`src/rtl/pulse_pkg.sv`:
```
// Shared definitions for the pulse generator / interval meter family:
// measurement FSM states and the default counter width.
package pulse_pkg;

    localparam int DEFAULT_CNT_W = 32;

    typedef enum logic {
        IDLE  = 1'b0,
        COUNT = 1'b1
    } meas_state_e;

endpackage

```
`src/rtl/pulse_edge_detect.sv`:
```
// Rising-edge detector for the measured pulse train. Defining
// PULSE_INTERVAL_METER_SYNC_EN inserts a two-flop synchronizer in front of it.
module pulse_edge_detect (
    input  logic clk,
    input  logic rst,
    input  logic pulse_in,
    output logic rise
);

    logic sampled;
    logic prev_q;
    logic prev_d;

`ifdef PULSE_INTERVAL_METER_SYNC_EN
    logic sync1_q;
    logic sync1_d;
    logic sync2_q;
    logic sync2_d;

    always_comb begin
        sync1_d = pulse_in;
        sync2_d = sync1_q;
    end

    always_ff @(posedge clk) begin
        if (!rst) begin
            sync1_q <= 1'b0;
            sync2_q <= 1'b0;
        end else begin
            sync1_q <= sync1_d;
            sync2_q <= sync2_d;
        end
    end

    assign sampled = sync2_q;
`else
    assign sampled = pulse_in;
`endif

    always_comb begin
        prev_d = sampled;
    end

    always_ff @(posedge clk) begin
        if (!rst) begin
            prev_q <= 1'b0;
        end else begin
            prev_q <= prev_d;
        end
    end

    // A held-high input produces exactly one rise: prev_q follows it next cycle.
    assign rise = sampled & ~prev_q;

endmodule

```
`src/rtl/pulse_interval_meter.sv`:
```
// Measures clk cycles between consecutive rising edges of pulse_in and
// presents each interval on a valid/ready result port. Optional input
// synchronizer: PULSE_INTERVAL_METER_SYNC_EN.
module pulse_interval_meter
    import pulse_pkg::*;
#(
    parameter int          CNT_W       = DEFAULT_CNT_W,
    parameter int unsigned TIMEOUT_CYC = 0
) (
    input  logic             clk,
    input  logic             rst,
    input  logic             pulse_in,
    output logic [CNT_W-1:0] meas_time,
    output logic             meas_valid,
    input  logic             meas_ready,
    output logic             meas_sat,
    output logic             timeout,
    output logic             overrun
);

    localparam logic [CNT_W-1:0] CNT_MAX     = {CNT_W{1'b1}};
    localparam logic [CNT_W-1:0] TIMEOUT_VAL = CNT_W'(TIMEOUT_CYC);
    // A limit the saturating counter can never reach is treated as disabled.
    localparam bit TIMEOUT_EN = (TIMEOUT_CYC != 0) &&
        ((CNT_W >= 32) ? 1'b1 : (64'(TIMEOUT_CYC) < (64'd1 << CNT_W)));

    logic             rise;
    logic             new_result;

    meas_state_e      state_q,      state_d;
    logic [CNT_W-1:0] cnt_q,        cnt_d;
    logic             sat_q,        sat_d;
    logic [CNT_W-1:0] meas_time_q,  meas_time_d;
    logic             meas_sat_q,   meas_sat_d;
    logic             meas_valid_q, meas_valid_d;
    logic             timeout_q,    timeout_d;
    logic             overrun_q,    overrun_d;

    pulse_edge_detect u_edge (
        .clk      (clk),
        .rst      (rst),
        .pulse_in (pulse_in),
        .rise     (rise)
    );

    // Result handshake: a result transfers on a rising clk edge where
    // meas_valid && meas_ready. While meas_valid is high and unaccepted,
    // meas_time/meas_sat are frozen; a result produced in that time is dropped
    // (overrun). A result produced in the transfer cycle replaces the old one.
    always_comb begin
        state_d      = state_q;
        cnt_d        = cnt_q;
        sat_d        = sat_q;
        meas_time_d  = meas_time_q;
        meas_sat_d   = meas_sat_q;
        meas_valid_d = meas_valid_q;
        timeout_d    = 1'b0;
        overrun_d    = overrun_q;
        new_result   = 1'b0;

        case (state_q)
            IDLE: begin
                if (rise) begin
                    state_d = COUNT;
                    cnt_d   = CNT_W'(1);
                    sat_d   = 1'b0;
                end
            end
            COUNT: begin
                // cnt_q equals cycles elapsed since the opening edge.
                if (rise) begin
                    new_result = 1'b1;
                    cnt_d      = CNT_W'(1);
                    sat_d      = 1'b0;
                end else if (TIMEOUT_EN && (cnt_q == TIMEOUT_VAL)) begin
                    state_d   = IDLE;
                    cnt_d     = '0;
                    sat_d     = 1'b0;
                    timeout_d = 1'b1;
                end else if (cnt_q == CNT_MAX) begin
                    sat_d = 1'b1;
                end else begin
                    cnt_d = cnt_q + CNT_W'(1);
                end
            end
            default: begin
                state_d = IDLE;
                cnt_d   = '0;
                sat_d   = 1'b0;
            end
        endcase

        if (new_result) begin
            if (meas_valid_q && !meas_ready) begin
                overrun_d = 1'b1;
            end else begin
                meas_time_d  = cnt_q;
                meas_sat_d   = sat_q;
                meas_valid_d = 1'b1;
            end
        end else if (meas_valid_q && meas_ready) begin
            meas_valid_d = 1'b0;
        end
    end

    always_ff @(posedge clk) begin
        if (!rst) begin
            state_q      <= IDLE;
            cnt_q        <= '0;
            sat_q        <= 1'b0;
            meas_time_q  <= '0;
            meas_sat_q   <= 1'b0;
            meas_valid_q <= 1'b0;
            timeout_q    <= 1'b0;
            overrun_q    <= 1'b0;
        end else begin
            state_q      <= state_d;
            cnt_q        <= cnt_d;
            sat_q        <= sat_d;
            meas_time_q  <= meas_time_d;
            meas_sat_q   <= meas_sat_d;
            meas_valid_q <= meas_valid_d;
            timeout_q    <= timeout_d;
            overrun_q    <= overrun_d;
        end
    end

    assign meas_time  = meas_time_q;
    assign meas_valid = meas_valid_q;
    assign meas_sat   = meas_sat_q;
    assign timeout    = timeout_q;
    assign overrun    = overrun_q;

endmodule

```
`config.mk`:
```
export PLATFORM = sky130hd
export DESIGN_NAME = pulse_interval_meter
export DESIGN_NICKNAME = d
export VERILOG_FILES = /design/src/rtl/pulse_pkg.sv /design/src/rtl/pulse_edge_detect.sv /design/src/rtl/pulse_interval_meter.sv
export SDC_FILE = /design/constraint.sdc
export NUM_CORES = 1
export LEC_CHECK = 0
export BUFFER_PORTS_ARGS = -buffer_cell sky130_fd_sc_hd__buf_2
export CELL_PAD_IN_SITES_DETAIL_PLACEMENT = 1
export CELL_PAD_IN_SITES_GLOBAL_PLACEMENT = 1
export CORE_MARGIN = 3
export CORE_UTILIZATION = 29
export CTS_CLUSTER_SIZE = 14
export DETAILED_ROUTE_END_ITERATION = 10
export PLACE_DENSITY_LB_ADDON = 0.25
export SETUP_SLACK_MARGIN = 0.05
export SYNTH_ARGS = -nofsm -noshare
export SYNTH_HDL_FRONTEND = slang
export SYNTH_SLANG_ARGS = --single-unit
```
`constraint.sdc`:
```
create_clock -name clk -period 3.1 [get_ports clk]
set_input_delay 0.155 -clock clk [delete_from_list [all_inputs] [get_ports clk]]
set_output_delay 0.155 -clock clk [all_outputs]
set_load 0.005 [all_outputs]
```
-- After elaboration in Yosys (flattened, before gate mapping)
Cells that the tools add are included.
- register bits after elaboration: 70
- bits of input ports: 4
- output and inout port bits: 36
- word-level logic and storage cells: 41
- equal/unequal tests: 5
- mux-type cells: 14
- $add $sub $neg: 1
- reductions and logical operators: 9
- bitwise gates (word level): 4
- operators with widths (operator ; number):
    $mux W32 ; 3
    $pmux W32 S2 ; 1
    $add A32 B1 Y32 const B ; 1
    $eq A32 B32 Y1 const B ; 1
    $reduce_and A2 Y1 ; 5
    $mux W1 ; 9
    $ne A2 B2 Y1 const B ; 2
    $ne A3 B2 Y1 const B ; 1
    $ne A3 B3 Y1 const B ; 1
    $not A1 Y1 ; 3
    $logic_and A1 B1 Y1 ; 2
    $pmux W1 S2 ; 1
    $reduce_bool A2 Y1 ; 1
    $and A1 B1 Y1 ; 1
    $logic_not A1 Y1 ; 1

-- Depth between registers and ports, before layout
- depth after elaboration: 6
- depth in mapped cells: 8
- depth with buffers taken out: 6

-- Modules after synthesis
Synthesis repeated with hierarchy kept, for this count alone.
- cell total of the unflattened synthesis: 355
- area total of the unflattened synthesis: 3015.4 sq um
- modules (own cells, without submodules) (module ; instances ; area an instance (sq um) ; sequential area each (sq um) ; cells each):
    pulse_interval_meter ; 1 ; 2975.4 ; 1381.3 ; 352
    pulse_edge_detect ; 1 ; 40.0 ; 20.0 ; 3

-- Least setup slack after synthesis
OpenSTA, ideal clock, no wires.
- kind: register to register
- from: register cnt_q[0]
- to: register cnt_q[22]
- cell stages (with the launch flop): 9
- arrival: 2035 ps
- clock period less this slack: 2104 ps
- path slack: 996 ps
- library setup time: 69 ps
- required time: 3031 ps
- cells stage by stage: dfxtp_1 ha_1 and4_1 buf_4 nand2_2 or3_1 buf_2 or4_1 o21ai_1
- cells in the longest elaborated chain, start to end: 4
- RTL lines (item ; RTL line ; text):
    from (decl) ; pulse_interval_meter.sv:31 ; logic [CNT_W-1:0] cnt_q, cnt_d;
    from (signal assigned) ; pulse_interval_meter.sv:118 ; cnt_q <= cnt_d;
    $add A32 B1 Y32 ; pulse_interval_meter.sv:83 ; cnt_d = cnt_q + CNT_W'(1);
    $mux W32 ; pulse_interval_meter.sv:80 ; end else if (cnt_q == CNT_MAX) begin
    $mux W32 ; pulse_interval_meter.sv:71 ; if (rise) begin
    $pmux W32 S2 ; pulse_interval_meter.sv:61 ; case (state_q)
Several ways; a longest one is shown, not always the timed one. The select of a mux whose other input is x is not followed.
A chain may end at the register's enable or synchronous reset.

-- Worst setup path in the final report
Ends and elaborated chain as after synthesis.

==> flow_summary.yaml <==
run_status:
  status: "completed"
hold_path:
  min_from: "pulse_in"
  hold_class: "in -> reg"
die:
  dieArea_mm2: 0.01217
  die_w_um: 110.3
  io_pins: 40
  core-area_mm2: 0.01046
  die_h_um: 110.3
  start_util_pct: 30.17
  rows: 37
job:
  drv_cap: 0
sta:
  max_freq_mhz: 405.1
  skew_ns: 0.006639
  tns_ns: 0
  tightest_slew_ns: 0.9364
  min_period_ns: 2.469
  rsz0062_at_grt: "false"
  hold_viol: 0
  post-route-period-util_pct: 79.63
  fin_hold_ws_ns: 0.04817
  setup_viol: 0
  slew_headroom_pct: 37.00
  maxSlewViolCount: 0
logic_synthesis:
  yosysTopAreaCellShare_pct: 44.39
  synth-edff-count: 0
  ys_top_cells_by_area: "dfxtp_1 (44%), nand2_1 (10%), a21boi_0 (8.6%)"
  synth_async_sr_flop_share_pct: 0
  ys_seq_elements: 70
  ys_warn_count: 0
  synth_cell_types: 50
  ys.flop_type: "dfxtp_1"
  yosysTopAreaCell: "dfxtp_1"
  syn_area_mm2: 0.003157
  avgSynthCellArea_um2: 8.555
  ys_seq_area_share_pct: 44.39
  synth_nets: 374
  synth_cells: 369
cts:
  clock_sinks: 70
  cts-root-buf: "clkbuf_8"
  cts_resized: 0
  cts_setup_buffers: 0
  cts-root-to-sink-buffers: 2
  clock_latency_ns: 0.35
  cts_buffers: 9
  cts_hold_buf: 0
  cts_tree: "yes"
  clk_pin_slew_ns: 0.08
  cts_htree_levels: 3
placed_design:
  portBuffers: 38
  place_hpwl_mm: 5.715
  gp_congestion: 0.8234
critical_path:
  endpoint_kind: "flip-flop"
  path_max_fanout: 8
  rr_endpoint: "cnt_q[22]"
  worstRegToRegCells: 6
  startpoint: "cnt_q[0]"
  crit_required_ns: 3.38
  worstSetupStartpointType: "flip-flop"
  crit_type: "reg -> reg"
  endpoint: "cnt_q[22]"
  timing.reg2reg.setup_slack_ns: 0.63
  worstReg2RegStart: "cnt_q[0]"
  arrival_ns: 2.75
layout:
  layout_common_cells: "nand2_1 (88), dfxtp_1 (70), buf_2 (38)"
  nNetsFinal: 405
  area_growth_pct: 16.25
  final_common_cell: "nand2_1"
  n_fill_cell: 1287
  multi_input_comb_area_mm2: 0.001644
  utilization_pct: 35.08
  drive_gt1_share_pct: 16.30
  final-seq-area_mm2: 0.001401
  antennaDiodeCount: 0
routing:
  wire_per_inst_um: 14.25
  first_iter_violations: 95
  drc: 0
  wirelength_mm: 7.711
  firstDrtPassIters: 4
  ant_nets: 0
  vias: 2732
  viasPerCell: 5.050
power:
  power.density_mw_per_mm2: 487.5
  power_leakage_nw: 1.265
  ir_drop_mv: 0.2203
global_route:
  grt_pass1_wl_mm: 13.26
  grt_max_degree: 28
  overflow: 0
  grt_use_total_pct: 13.86
  grt_pass1_vias: 2713
  antenna_found_initial: 0
## worst min-delay path by stage
stage               depth (start not counted)  slack, ns       endpoint
detailed placement                          2       0.40  u_edge.prev_q
floorplan                                   1       0.28  u_edge.prev_q
finish                                      2       0.05  u_edge.prev_q
global placement                            2       0.39  u_edge.prev_q
CTS                                         2       0.03  u_edge.prev_q
global route                                2       0.04  u_edge.prev_q
## per-stage QoR
step	std cells	worst slack, ns	total power [W]	area (µm²)
final	541	0.6314	0.001789	3670
after global routing	541	0.4525	0.001874	3670
after CTS	541	0.6180	0.001821	3670
after detailed placement	525	0.6724	0.0009895	3447
after global placement	525	0.7621	0.0009876	3447
after floorplan	369	0.9958	0.0009709	3157
## synth_stat cells, types with 4 or more instances
cell type and number:
nand3_1 14, a211oi_1 8, o21ai_1 4, a31oi_1 5, nand4_1 5, clkbuf_1 17, xnor2_1 11, and3_1 5
a21boi_0 36, a21oi_1 9, and4_1 8, nor4_1 5, nor3_1 5, and2_1 4, or3_1 5, nor2_1 22
dfxtp_1 70, o21a_1 4, nand2_1 88
## worst max-delay path, stage by stage, from the launching register on
cell and delay, ns:
dfxtp_1 0.42, ha_1 0.25, and4_1 0.43, nand2_2 0.21
or3_1 0.51, or4_1 0.50, o21ai_1 0.09
## registers in the layout, summed over array words and instances, names as in the netlist
signal,cells
state_q,1
u_edge.prev_q,1
sat_q,1
meas_sat,1
meas_time,32
overrun,1
meas_valid,1
cnt_q,32
## layer usage
layer  track usage [%]  part of all wire, %  vias to the layer above
met4             3.078                 0.64                        0
met5                 0                    0                        -
li1                  -                    -                     1367
met1             17.79                   49                     1322
met2             22.92                   47                       38
met3             4.252                  3.6                        5
## layout make-up
type / count / area share, %
flip-flops and latches: 70 / 38.19
well taps: 136 / 4.637
multi-input cells: 275 / 44.80
clock inverters: 6 / 2.318
clock buffers: 10 / 3.750
repair buffers: 43 / 6.205
inverters: 1 / 0.1023
## logic make-up (layout without fill, tap and decap cells)
family                   Yosys count  count (layout)  share of synthesized area, %
AO/OA/AOI/OAI                     82              82                         19.70
XOR/XNOR                          14              14                         3.884
adder cells (fa/ha/maj)            1               1                        0.3963
buffers and inverters             24              60                         3.527
flip-flops                        70              70                         44.39
multiplexers                       1               1                        0.3171
other                              1               1                        0.1188
AND/OR/NAND/NOR                  176             176                         27.67
## power by group
part,leakage [nW],internal [W],switching [W]
Sequential,0.565,0.000903,0.00000631
Combinational,0.592,0.0000183,0.0000388
Clock,0.108,0.000472,0.000351
Total,1.26,0.00139,0.000396
(Power assumes the default switching activity.)
